==> src/rtl/interfaz_uart_alu_if.sv <==
// -----------------------------------------------------------------------------
// interfaz_uart_alu_if
// Bundles the three streams the UART<->ALU frame controller talks to:
//   RX  : i_rx_data / i_rx_done       (byte from the UART receiver)
//   ALU : o_a / o_b / o_opcode / o_alu_valid / i_alu_result
//   TX  : o_tx_data / o_tx_start / i_tx_done (byte to the UART transmitter)
//   status: o_busy, o_timeout_err
// Signal names keep the controller's point of view (i_ = into the controller).
// Modports:
//   slave  - the frame controller (interfaz_uart_alu)
//   master - the environment around it (UART RX/TX, ALU, testbench)
// -----------------------------------------------------------------------------
interface interfaz_uart_alu_if #(
  parameter int DATA_SIZE   = 16,
  parameter int TRAMA_SIZE  = 8,
  parameter int OPCODE_SIZE = 6
);
  logic [TRAMA_SIZE-1:0]  i_rx_data;
  logic                   i_rx_done;
  logic [DATA_SIZE-1:0]   o_a;
  logic [DATA_SIZE-1:0]   o_b;
  logic [OPCODE_SIZE-1:0] o_opcode;
  logic                   o_alu_valid;
  logic [DATA_SIZE-1:0]   i_alu_result;
  logic [TRAMA_SIZE-1:0]  o_tx_data;
  logic                   o_tx_start;
  logic                   i_tx_done;
  logic                   o_busy;
  logic                   o_timeout_err;

  modport slave (
    input  i_rx_data, i_rx_done, i_alu_result, i_tx_done,
    output o_a, o_b, o_opcode, o_alu_valid, o_tx_data, o_tx_start,
           o_busy, o_timeout_err
  );

  modport master (
    output i_rx_data, i_rx_done, i_alu_result, i_tx_done,
    input  o_a, o_b, o_opcode, o_alu_valid, o_tx_data, o_tx_start,
           o_busy, o_timeout_err
  );
endinterface

==> src/rtl/interfaz_uart_alu.sv <==
// -----------------------------------------------------------------------------
// interfaz_uart_alu
// Frame controller between a byte UART and a combinational ALU.
// A frame is NB_BYTES of A (LSB first), NB_BYTES of B (LSB first) and one
// opcode byte. When the opcode byte arrives the operands are published for one
// cycle (o_alu_valid), the ALU result is captured, and it is sent back LSB first
// one byte per o_tx_start / i_tx_done handshake.
// A partial frame followed by TIMEOUT_CYCLES silent cycles is discarded.
// Ports:
//   i_clk    - clock, rising edge
//   i_reset  - asynchronous reset, active low
//   bus      - interfaz_uart_alu_if.slave (RX, ALU and TX streams + status)
// -----------------------------------------------------------------------------
module interfaz_uart_alu #(
  parameter int DATA_SIZE      = 16,
  parameter int TRAMA_SIZE     = 8,
  parameter int OPCODE_SIZE    = 6,
  parameter int TIMEOUT_CYCLES = 1000000
) (
  input  logic                  i_clk,
  input  logic                  i_reset,
  interfaz_uart_alu_if.slave    bus
);

  localparam int NB_BYTES = DATA_SIZE / TRAMA_SIZE;
  localparam int CNT_W    = $clog2(NB_BYTES + 1);
  localparam int IDX_W    = (NB_BYTES > 1) ? $clog2(NB_BYTES) : 1;
  localparam int TMR_W    = (TIMEOUT_CYCLES > 1) ? $clog2(TIMEOUT_CYCLES + 1) : 1;
  localparam bit TMR_EN   = (TIMEOUT_CYCLES > 0);

  localparam logic [CNT_W-1:0] CNT_ONE    = CNT_W'(1);
  localparam logic [CNT_W-1:0] CNT_LAST   = CNT_W'(NB_BYTES - 1);
  // In RX_A the counter lags the byte index by one: byte 0 is taken in IDLE.
  localparam logic [CNT_W-1:0] CNT_LAST_A = CNT_W'((NB_BYTES > 1) ? NB_BYTES - 2 : 0);
  localparam logic [TMR_W-1:0] TMR_LAST   = TMR_W'((TIMEOUT_CYCLES > 0) ? TIMEOUT_CYCLES - 1 : 0);

  typedef enum logic [2:0] {IDLE, RX_A, RX_B, RX_OP, EXEC, TX} state_t;
  typedef logic [NB_BYTES-1:0][TRAMA_SIZE-1:0] word_t;

  state_t                 state_q, state_d;
  logic [CNT_W-1:0]       cnt_q, cnt_d;
  logic [TMR_W-1:0]       tmr_q;
  word_t                  sh_a_q, sh_b_q, res_q;
  logic [DATA_SIZE-1:0]   a_q, b_q;
  logic [OPCODE_SIZE-1:0] op_q;
  logic [TRAMA_SIZE-1:0]  tx_data_q;
  logic                   tx_start_q;
  logic                   timeout_err_q;

  logic                   in_rx;
  logic                   accept;
  logic                   tmr_expire;
  logic [IDX_W-1:0]       rx_idx;
  logic [IDX_W-1:0]       tx_idx;

  assign in_rx  = (state_q == RX_A) || (state_q == RX_B) || (state_q == RX_OP);
  // Bytes are only taken while a frame is being received; EXEC/TX drop them.
  assign accept = bus.i_rx_done && (in_rx || (state_q == IDLE));

  // ---------------------------------------------------------------------------
  // State register
  // ---------------------------------------------------------------------------
  // NOTE: sequential state uses non-blocking (<=) so every register samples the
  // pre-edge values of the others, independent of block ordering.
  always_ff @(posedge i_clk or negedge i_reset) begin
    if (!i_reset) begin
      state_q <= IDLE;
      cnt_q   <= '0;
    end else begin
      state_q <= state_d;
      cnt_q   <= cnt_d;
    end
  end

  // ---------------------------------------------------------------------------
  // Next state, byte counter and byte-lane selects
  // ---------------------------------------------------------------------------
  // NOTE: every signal written here gets a default first; a path that skips an
  // assignment would otherwise infer a latch.
  always_comb begin
    state_d    = state_q;
    cnt_d      = cnt_q;
    tmr_expire = 1'b0;
    rx_idx     = '0;
    tx_idx     = IDX_W'(cnt_q + CNT_ONE);

    unique case (state_q)
      IDLE: begin
        if (bus.i_rx_done) state_d = (NB_BYTES == 1) ? RX_B : RX_A;
      end
      RX_A: begin
        rx_idx = IDX_W'(cnt_q + CNT_ONE);
        if (bus.i_rx_done) begin
          if (cnt_q == CNT_LAST_A) state_d = RX_B;
          else                     cnt_d   = cnt_q + CNT_ONE;
        end
      end
      RX_B: begin
        rx_idx = IDX_W'(cnt_q);
        if (bus.i_rx_done) begin
          if (cnt_q == CNT_LAST) state_d = RX_OP;
          else                   cnt_d   = cnt_q + CNT_ONE;
        end
      end
      RX_OP: begin
        if (bus.i_rx_done) state_d = EXEC;
      end
      EXEC: begin
        state_d = TX;
      end
      TX: begin
        if (bus.i_tx_done) begin
          if (cnt_q == CNT_LAST) state_d = IDLE;
          else                   cnt_d   = cnt_q + CNT_ONE;
        end
      end
      default: state_d = IDLE;
    endcase

    // Silence timeout. A byte arriving in the expiry cycle wins over it.
    if (TMR_EN && in_rx && !bus.i_rx_done && (tmr_q == TMR_LAST)) begin
      state_d    = IDLE;
      tmr_expire = 1'b1;
    end

    // The counter is per-state, so any transition restarts it.
    if (state_d != state_q) cnt_d = '0;
  end

  // ---------------------------------------------------------------------------
  // Inter-byte timer: counts silent cycles inside a partial frame only.
  // ---------------------------------------------------------------------------
  always_ff @(posedge i_clk or negedge i_reset) begin
    if (!i_reset) begin
      tmr_q <= '0;
    end else if (!TMR_EN || accept || !in_rx || tmr_expire) begin
      tmr_q <= '0;
    end else begin
      tmr_q <= tmr_q + TMR_W'(1);
    end
  end

  // ---------------------------------------------------------------------------
  // Datapath: shadow accumulation, operand publish, result capture, TX bytes
  // ---------------------------------------------------------------------------
  // NOTE: the data registers are reset too: the outputs must read zero during
  // reset and an aborted frame must not leave stale bytes behind.
  always_ff @(posedge i_clk or negedge i_reset) begin
    if (!i_reset) begin
      sh_a_q        <= '0;
      sh_b_q        <= '0;
      res_q         <= '0;
      a_q           <= '0;
      b_q           <= '0;
      op_q          <= '0;
      tx_data_q     <= '0;
      tx_start_q    <= 1'b0;
      timeout_err_q <= 1'b0;
    end else begin
      tx_start_q    <= 1'b0;
      timeout_err_q <= tmr_expire;

      if (tmr_expire) begin
        sh_a_q <= '0;
        sh_b_q <= '0;
      end else if (bus.i_rx_done) begin
        case (state_q)
          IDLE, RX_A: sh_a_q[rx_idx] <= bus.i_rx_data;
          RX_B:       sh_b_q[rx_idx] <= bus.i_rx_data;
          RX_OP: begin
            // Operands change only here, so the ALU never sees a half frame.
            a_q  <= sh_a_q;
            b_q  <= sh_b_q;
            op_q <= bus.i_rx_data[OPCODE_SIZE-1:0];
          end
          default: ;
        endcase
      end

      if (state_q == EXEC) begin
        res_q      <= bus.i_alu_result;
        tx_data_q  <= bus.i_alu_result[TRAMA_SIZE-1:0];
        tx_start_q <= 1'b1;
      end else if ((state_q == TX) && bus.i_tx_done && (cnt_q != CNT_LAST)) begin
        tx_data_q  <= res_q[tx_idx];
        tx_start_q <= 1'b1;
      end
    end
  end

  assign bus.o_a           = a_q;
  assign bus.o_b           = b_q;
  assign bus.o_opcode      = op_q;
  assign bus.o_alu_valid   = (state_q == EXEC);
  assign bus.o_tx_data     = tx_data_q;
  assign bus.o_tx_start    = tx_start_q;
  assign bus.o_busy        = (state_q == EXEC) || (state_q == TX);
  assign bus.o_timeout_err = timeout_err_q;

endmodule
==> src/flat_wrapper.sv <==
// flat-port wrapper written by rule: the top's interface ports become plain ports
module interfaz_uart_alu_flat 
#(
  parameter int DATA_SIZE      = 16,
  parameter int TRAMA_SIZE     = 8,
  parameter int OPCODE_SIZE    = 6,
  parameter int TIMEOUT_CYCLES = 1000000
)
  (i_clk, i_reset, bus_i_rx_data, bus_i_rx_done, bus_i_alu_result, bus_i_tx_done, bus_o_a, bus_o_b, bus_o_opcode, bus_o_alu_valid, bus_o_tx_data, bus_o_tx_start, bus_o_busy, bus_o_timeout_err);
  interfaz_uart_alu_if #(.DATA_SIZE(DATA_SIZE), .TRAMA_SIZE(TRAMA_SIZE), .OPCODE_SIZE(OPCODE_SIZE)) bus_i ();
  input  logic i_clk;
  input  logic i_reset;
  input wire logic [$bits(bus_i.i_rx_data)-1:0] bus_i_rx_data;
  input wire logic [$bits(bus_i.i_rx_done)-1:0] bus_i_rx_done;
  input wire logic [$bits(bus_i.i_alu_result)-1:0] bus_i_alu_result;
  input wire logic [$bits(bus_i.i_tx_done)-1:0] bus_i_tx_done;
  output wire logic [$bits(bus_i.o_a)-1:0] bus_o_a;
  output wire logic [$bits(bus_i.o_b)-1:0] bus_o_b;
  output wire logic [$bits(bus_i.o_opcode)-1:0] bus_o_opcode;
  output wire logic [$bits(bus_i.o_alu_valid)-1:0] bus_o_alu_valid;
  output wire logic [$bits(bus_i.o_tx_data)-1:0] bus_o_tx_data;
  output wire logic [$bits(bus_i.o_tx_start)-1:0] bus_o_tx_start;
  output wire logic [$bits(bus_i.o_busy)-1:0] bus_o_busy;
  output wire logic [$bits(bus_i.o_timeout_err)-1:0] bus_o_timeout_err;
  assign bus_i.i_rx_data = bus_i_rx_data;
  assign bus_i.i_rx_done = bus_i_rx_done;
  assign bus_i.i_alu_result = bus_i_alu_result;
  assign bus_i.i_tx_done = bus_i_tx_done;
  assign bus_o_a = bus_i.o_a;
  assign bus_o_b = bus_i.o_b;
  assign bus_o_opcode = bus_i.o_opcode;
  assign bus_o_alu_valid = bus_i.o_alu_valid;
  assign bus_o_tx_data = bus_i.o_tx_data;
  assign bus_o_tx_start = bus_i.o_tx_start;
  assign bus_o_busy = bus_i.o_busy;
  assign bus_o_timeout_err = bus_i.o_timeout_err;
  interfaz_uart_alu #(.DATA_SIZE(DATA_SIZE), .TRAMA_SIZE(TRAMA_SIZE), .OPCODE_SIZE(OPCODE_SIZE), .TIMEOUT_CYCLES(TIMEOUT_CYCLES)) u_core (.i_clk(i_clk), .i_reset(i_reset), .bus(bus_i));
endmodule
==> config.mk <==
export PLATFORM = sky130hd
export DESIGN_NAME = interfaz_uart_alu_flat
export DESIGN_NICKNAME = d
export VERILOG_FILES = /design/src/rtl/interfaz_uart_alu_if.sv /design/src/rtl/interfaz_uart_alu.sv /design/src/flat_wrapper.sv
export SDC_FILE = /design/constraint.sdc
export NUM_CORES = 1
export LEC_CHECK = 0
export ABC_AREA = 1
export BUFFER_PORTS_ARGS = -buffer_cell sky130_fd_sc_hd__buf_2
export CAP_MARGIN = 20
export CORE_MARGIN = 2
export CORE_UTILIZATION = 57
export DETAILED_ROUTE_END_ITERATION = 10
export PLACE_DENSITY = 0.84
export SYNTH_ARGS = -nofsm -noshare
export SYNTH_HDL_FRONTEND = slang
export SYNTH_SLANG_ARGS = --single-unit
==> constraint.sdc <==
create_clock -name i_clk -period 2.1 [get_ports i_clk]
set_clock_uncertainty 0.2 [all_clocks]
set_input_delay 0.42 -clock i_clk [delete_from_list [all_inputs] [get_ports i_clk]]
set_output_delay 0.42 -clock i_clk [all_outputs]
set_load 0.02 [all_outputs]
* Word-level counts from Yosys, hierarchy flattened
Cells that the tools add are included.
** Operators by class
- $add $sub $neg :: 2
- $lt $le $gt $ge :: 3
- Equality and inequality tests :: 13
- Mux-type cells :: 36
- Bitwise operators :: 1
- Reduce and logical (&&, ||, !) cells :: 26
** Operators with widths (number)
- 2-to-1 mux 16 bit :: 6
- 2-to-1 mux 8 bit :: 5
- bitwise mux 16 bit :: 2
- 2-to-1 mux 3 bit :: 9
- adder 20 x 1 -> 20 bit, second input constant :: 1
- == test 20 bit, second input constant :: 1
- 2-to-1 mux 20 bit :: 1
- one-hot mux 3 bit (6 select lines) :: 1
- 2-to-1 mux 2 bit :: 6
- != test 3 bit, second input constant :: 3
- demux 8 bit (select 1 bit) :: 1
- nonzero test 2 bit :: 4
- == test 3 x 2 -> 1 bit, second input constant :: 2
- == test 3 bit, second input constant :: 2
- logical AND 1 bit :: 6
- logical OR 1 bit :: 6
- one-hot mux 2 bit (3 select lines) :: 1
- AND reduction 5 bit :: 1
- less-than comparator 1 x 2 -> 1 bit, second input constant :: 2
- AND reduction 2 bit :: 2
- nonzero test 4 bit :: 1
- == test 3 x 1 -> 1 bit, second input constant :: 1
- logical NOT 3 bit :: 1
- 2-to-1 mux 1 bit :: 3
- other kinds (12) :: 13
** Storage, ports and cells
- Bits in registers :: 121
- Logic and storage cells :: 96

* Logic depth before layout (Yosys ltp)
- Word-level depth :: 10
- Gate-level depth with buffers :: 13
- Mapped depth without buffers :: 12

* Worst setup path before layout
OpenSTA, ideal clock, no wires.
- Path kind :: reg-to-output
- From :: register u_core.state_q[0]
- To :: output bus_o_alu_valid
- Arrival time :: 1.236 ns
- Slack :: 0.244 ns
- Stages on the path, launching flop included :: 6
- Path buffers :: 2
- Path through :: dfrtp_1 -> buf_4 -> nor2_2 -> nand2_2 -> inv_1 -> clkbuf_1
** On the way
- Cells in the longest elaborated chain, start to end :: 1
** Ends and longest elaborated chain
- start: declaration :: RTL line interfaz_uart_alu.sv:40 : state_t state_q, state_d;
- start signal: assignment :: RTL line interfaz_uart_alu.sv:70 : state_q <= state_d;
- == test 3 bit :: RTL line interfaz_uart_alu.sv:194 : assign bus.o_alu_valid = (state_q == EXEC);
- end: declaration :: RTL line flat_wrapper.sv:20 : output wire logic [$bits(bus_i.o_alu_valid)-1:0] bus_o_alu_valid;
Every way passes these cells.

* Worst setup path in the final report
- From :: register u_core.state_q[2]
- To :: register u_core.sh_a_q[10] (netlist bit)
** On the way
- Cells in the longest elaborated chain, start to end :: 10
** Ends and longest elaborated chain
- == test 3 x 2 -> 1 bit / == test 3 x 1 -> 1 bit (equally long branches) :: RTL line interfaz_uart_alu.sv:56, interfaz_uart_alu.sv:87, interfaz_uart_alu.sv:167
- one-hot mux 1 bit (2 select lines) :: RTL line interfaz_uart_alu.sv:87 : unique case (state_q)
- less-than comparator 1 x 2 -> 1 bit (implied by the code) / greater-or-equal comparator 1 bit (equally long branches) :: RTL line interfaz_uart_alu.sv:168 : IDLE, RX_A: sh_a_q[rx_idx] <= bus.i_rx_data;
- logical AND 1 bit (implied by the code) :: RTL line interfaz_uart_alu.sv:168
- 2-to-1 mux 8 bit (implied by the code) :: RTL line interfaz_uart_alu.sv:168
- demux 8 bit (select 1 bit)
- bitwise mux 16 bit :: RTL line interfaz_uart_alu.sv:168
- 2-to-1 mux 16 bit :: RTL line interfaz_uart_alu.sv:167 : case (state_q)
- 2-to-1 mux 16 bit :: RTL line interfaz_uart_alu.sv:166 : end else if (bus.i_rx_done) begin
- 2-to-1 mux 16 bit :: RTL line interfaz_uart_alu.sv:163 : if (tmr_expire) begin
- end signal: indexed assignment :: RTL line interfaz_uart_alu.sv:168
- end: declaration :: RTL line interfaz_uart_alu.sv:43 : word_t sh_a_q, sh_b_q, res_q;
Parallel ways exist; a longest one is shown, timed or not. The select of a mux whose other input is x is not followed.
A chain may end at the register's enable or synchronous reset.

==> impl_metrics.toml <==
[synthesis]
synth.avg_cell_area_sq_um = 9.18
ys_seq_area_share_pct = 57.0
ys_ff_latch = 121
yosysWarningCount = 0
syn_inst = 578
ys_types = 35
syn_nets = 609
syn_area_sq_um = 5310

[layout]
diodes = 0
area_growth_pct = 27.7
final_common_cell = "nand2_1"
nets = 733
final_cell_mix = "nand2_1, dfrtp_1, buf_2"
nFillCells = 601
fin_cells = 824
drive_gt1_share_pct = 24.7
final_util_pct = 74.1

[global_routing]
grt_max_degree = 38
grt_overflow = 0
antenna_found_initial = 0
grtUsageTotal_pct = 28.4
grt_pass1_vias = 4727
grt_first_pass_wirelength_um = 22100

[setup_path]
critPathSlowestCell = "dfrtp_1"
path_cells = "inv_2 > nand2_1 > nor2_4 > nand3_1 > nor2_4 > nand3_4 > buf_6 > nand4_1 > o21ai_1"
cp_max_fo = 13
cp.required_ns = 2.29
critPathArrivalTime_ns = 2.23
crit_type = "reg2reg"
endpoint_kind = "register"
critPathMostFrequentCell = "nor2_4"
worst_setup_path_start_kind = "register"
max_stage_delay_ns = 0.43

[die]
initial_core_util_pct = 58.0
ioPinCount = 78
die_w_um = 100
dieArea_sq_um = 10100
fp-row-count = 35
core_sq_um = 9150
die_h_um = 100

[power_and_ir_drop]
power_density_nw_per_um2 = 1470
irDropWorstVdd_v = 0.000837
p_leak_nw = 3.30

[clock_network]
numCtsBuffers = 17
cts_tree = "yes"
cts_max_path_buffers = 2
root_buffer = "clkbuf_8"
htree_levels = 4
path_clk_slew_ns = 0.06
cts_sinks = 121
clk_latency_ns = 0.52

[worst_hold_path]
hp-class = "in2reg"

[detailed_routing]
wl_met1_um = 5420
avgViaCountPerCell = 5.74
num_vias = 4733
wl_met2_um = 7140
wl_met3_um = 1050
routed.top_layer = "met4"
dr.pass1.iters = 5
wl_per_cell_um = 17.1
drc = 0
wirelength_um = 14100
drt_iter0_markers = 314
postRouteAntennaNets = 0

[timing]
hold_viol_final = 0
maxSlewViolCount = 0
setup_violations = 0
finalCriticalPeriod_ns = 2.05
min_period_over_period_pct = 97.5
fmax_mhz = 489
fin_ws_ns = 0.0535
maxSlewHeadroom_pct = 65.7
worst_pin_slew_ns = 0.515
tns_ns = 0
rsz0062_at_grt = "yes"

[place]
numPortBuffers = 77
globalplace.congestion = 0.885
dp_slack_ns = 0.0433
dp_hpwl_um = 8260
dp_cells = 769

[outcome]
status = "complete, no violations"

[run]
cap_violations = 0
-- cell families (layout without fill, tap and decap cells) --
group / Yosys count / in the layout / synth area share (%)
xor gates and xnor gates: 10 / 10 / 1.65
muxes: 11 / 11 / 2.22
and+or+nand+nor: 234 / 235 / 20.2
adders and majority gates: 3 / 3 / 0.707
DFF: 121 / 121 / 57.0
AOI/OAI and AO/OA: 105 / 105 / 10.7
buffers and inverters: 94 / 228 / 7.45
-- area by class of cell --
class | instances | area, sq um | area share, %
sequential | 121 | 3030 | 44.7
multi-input combinational | 364 | 1950 | 28.7
timing repair buffer | 124 | 818 | 12.1
clock buffer | 23 | 467 | 6.88
inverter | 74 | 283 | 4.17
tap | 111 | 139 | 2.05
clock inverter | 7 | 93.8 | 1.38
-- per-stage QoR --
stage | area [sq um] | hold slack, ns | power (mW)
6_report | 6780 | 0.0387 | 9.98
5_1_grt | 6780 | 0.0230 | 10.5
4_1_cts | 6680 | 0.0160 | 9.83
3_5_place_dp | 5920 | 0.233 | 6.90
3_3_place_gp | 5920 | 0.217 | 6.73
2_1_floorplan | 5310 | -0.0756 | 5.82
-- Yosys cell counts, drive strengths merged --
library cell / count / share of area [%]
nand2: 125 / 8.9
ha: 3 / 0.71
xor2: 5 / 0.83
nor3: 5 / 0.57
clkbuf: 9 / 0.64
a21oi: 9 / 0.85
nor2: 41 / 3.2
or2: 1 / 0.12
nor4: 3 / 0.47
xnor2: 5 / 0.83
buf: 11 / 1.5
mux2i: 5 / 0.94
o21ai: 87 / 8.7
o211ai: 6 / 0.85
nand4: 41 / 4.8
dfrtp: 121 / 57
mux2: 6 / 1.3
inv: 74 / 5.3
a31oi: 3 / 0.35
nand3: 18 / 2.1
-- metal layers --
layer,GRT usage [%],vias to the layer above
met4,13.3,0
met1,33.8,2234
li1,-,2161
met3,7.14,62
met5,0,-
met2,48.6,276
-- sequential cells by signal, summed over array words and instances (netlist names), 3 cells and up --
name	flops
u_core.bus.o_a	16
u_core.bus.o_b	16
u_core.bus.o_opcode	6
u_core.bus.o_tx_data	8
u_core.res_q	16
u_core.sh_a_q	16
u_core.sh_b_q	16
u_core.state_q	3
u_core.tmr_q	20
-- worst paths after layout --
path / cells past startpoint / slack [ns] / start / to
setup / recovery: 9 / 0.05 / u_core.state_q[2]$_DFF_PN0_ / u_core.sh_a_q[10]$_DFFE_PN0P_
hold / removal: 3 / 0.04 / bus_i_rx_data[7] / u_core.sh_a_q[7]$_DFFE_PN0P_
setup reg to reg: 9 / 0.05 / u_core.state_q[2]$_DFF_PN0_ / u_core.sh_a_q[10]$_DFFE_PN0P_
hold reg to reg: 2 / 0.28 / u_core.bus.o_b[2]$_DFFE_PN0P_ / u_core.bus.o_b[2]$_DFFE_PN0P_
max in group asynchronous: 3 / 0.90 / i_reset / u_core.sh_b_q[6]$_DFFE_PN0P_
min in group asynchronous: 2 / 0.22 / i_reset / u_core.bus.o_opcode[3]$_DFFE_PN0P_
-- worst max-delay path: cells and delay by family (launching register included) --
kind                   cells  cell delay [ns]
DFF                        1             0.43
buffers and inverters      2             0.38
AOI/OAI and AO/OA          1             0.09
and+or+nand+nor            6             0.81
-- what timing repair did --
| action | 4_1_cts | 5_1_grt |
|---|---|---|
| hold buffers | 17 | 0 |
| setup buffers | 3 | 4 |
| setup endpoints to repair | 1 | 29 |
| gates cloned | 0 | 1 |
| pin swaps | 0 | 3 |
| hold endpoints to repair | 56 | 0 |
| gates resized for setup | 5 | 19 |
-- power breakdown --
group	switching, mW	total [mW]	internal [mW]	leakage (nW)
Sequential	0.450	3.72	3.27	1.53
Clock	1.04	2.81	1.77	0.270
Combinational	2.26	3.45	1.20	1.50
Power figures use the tool's default switching activity.
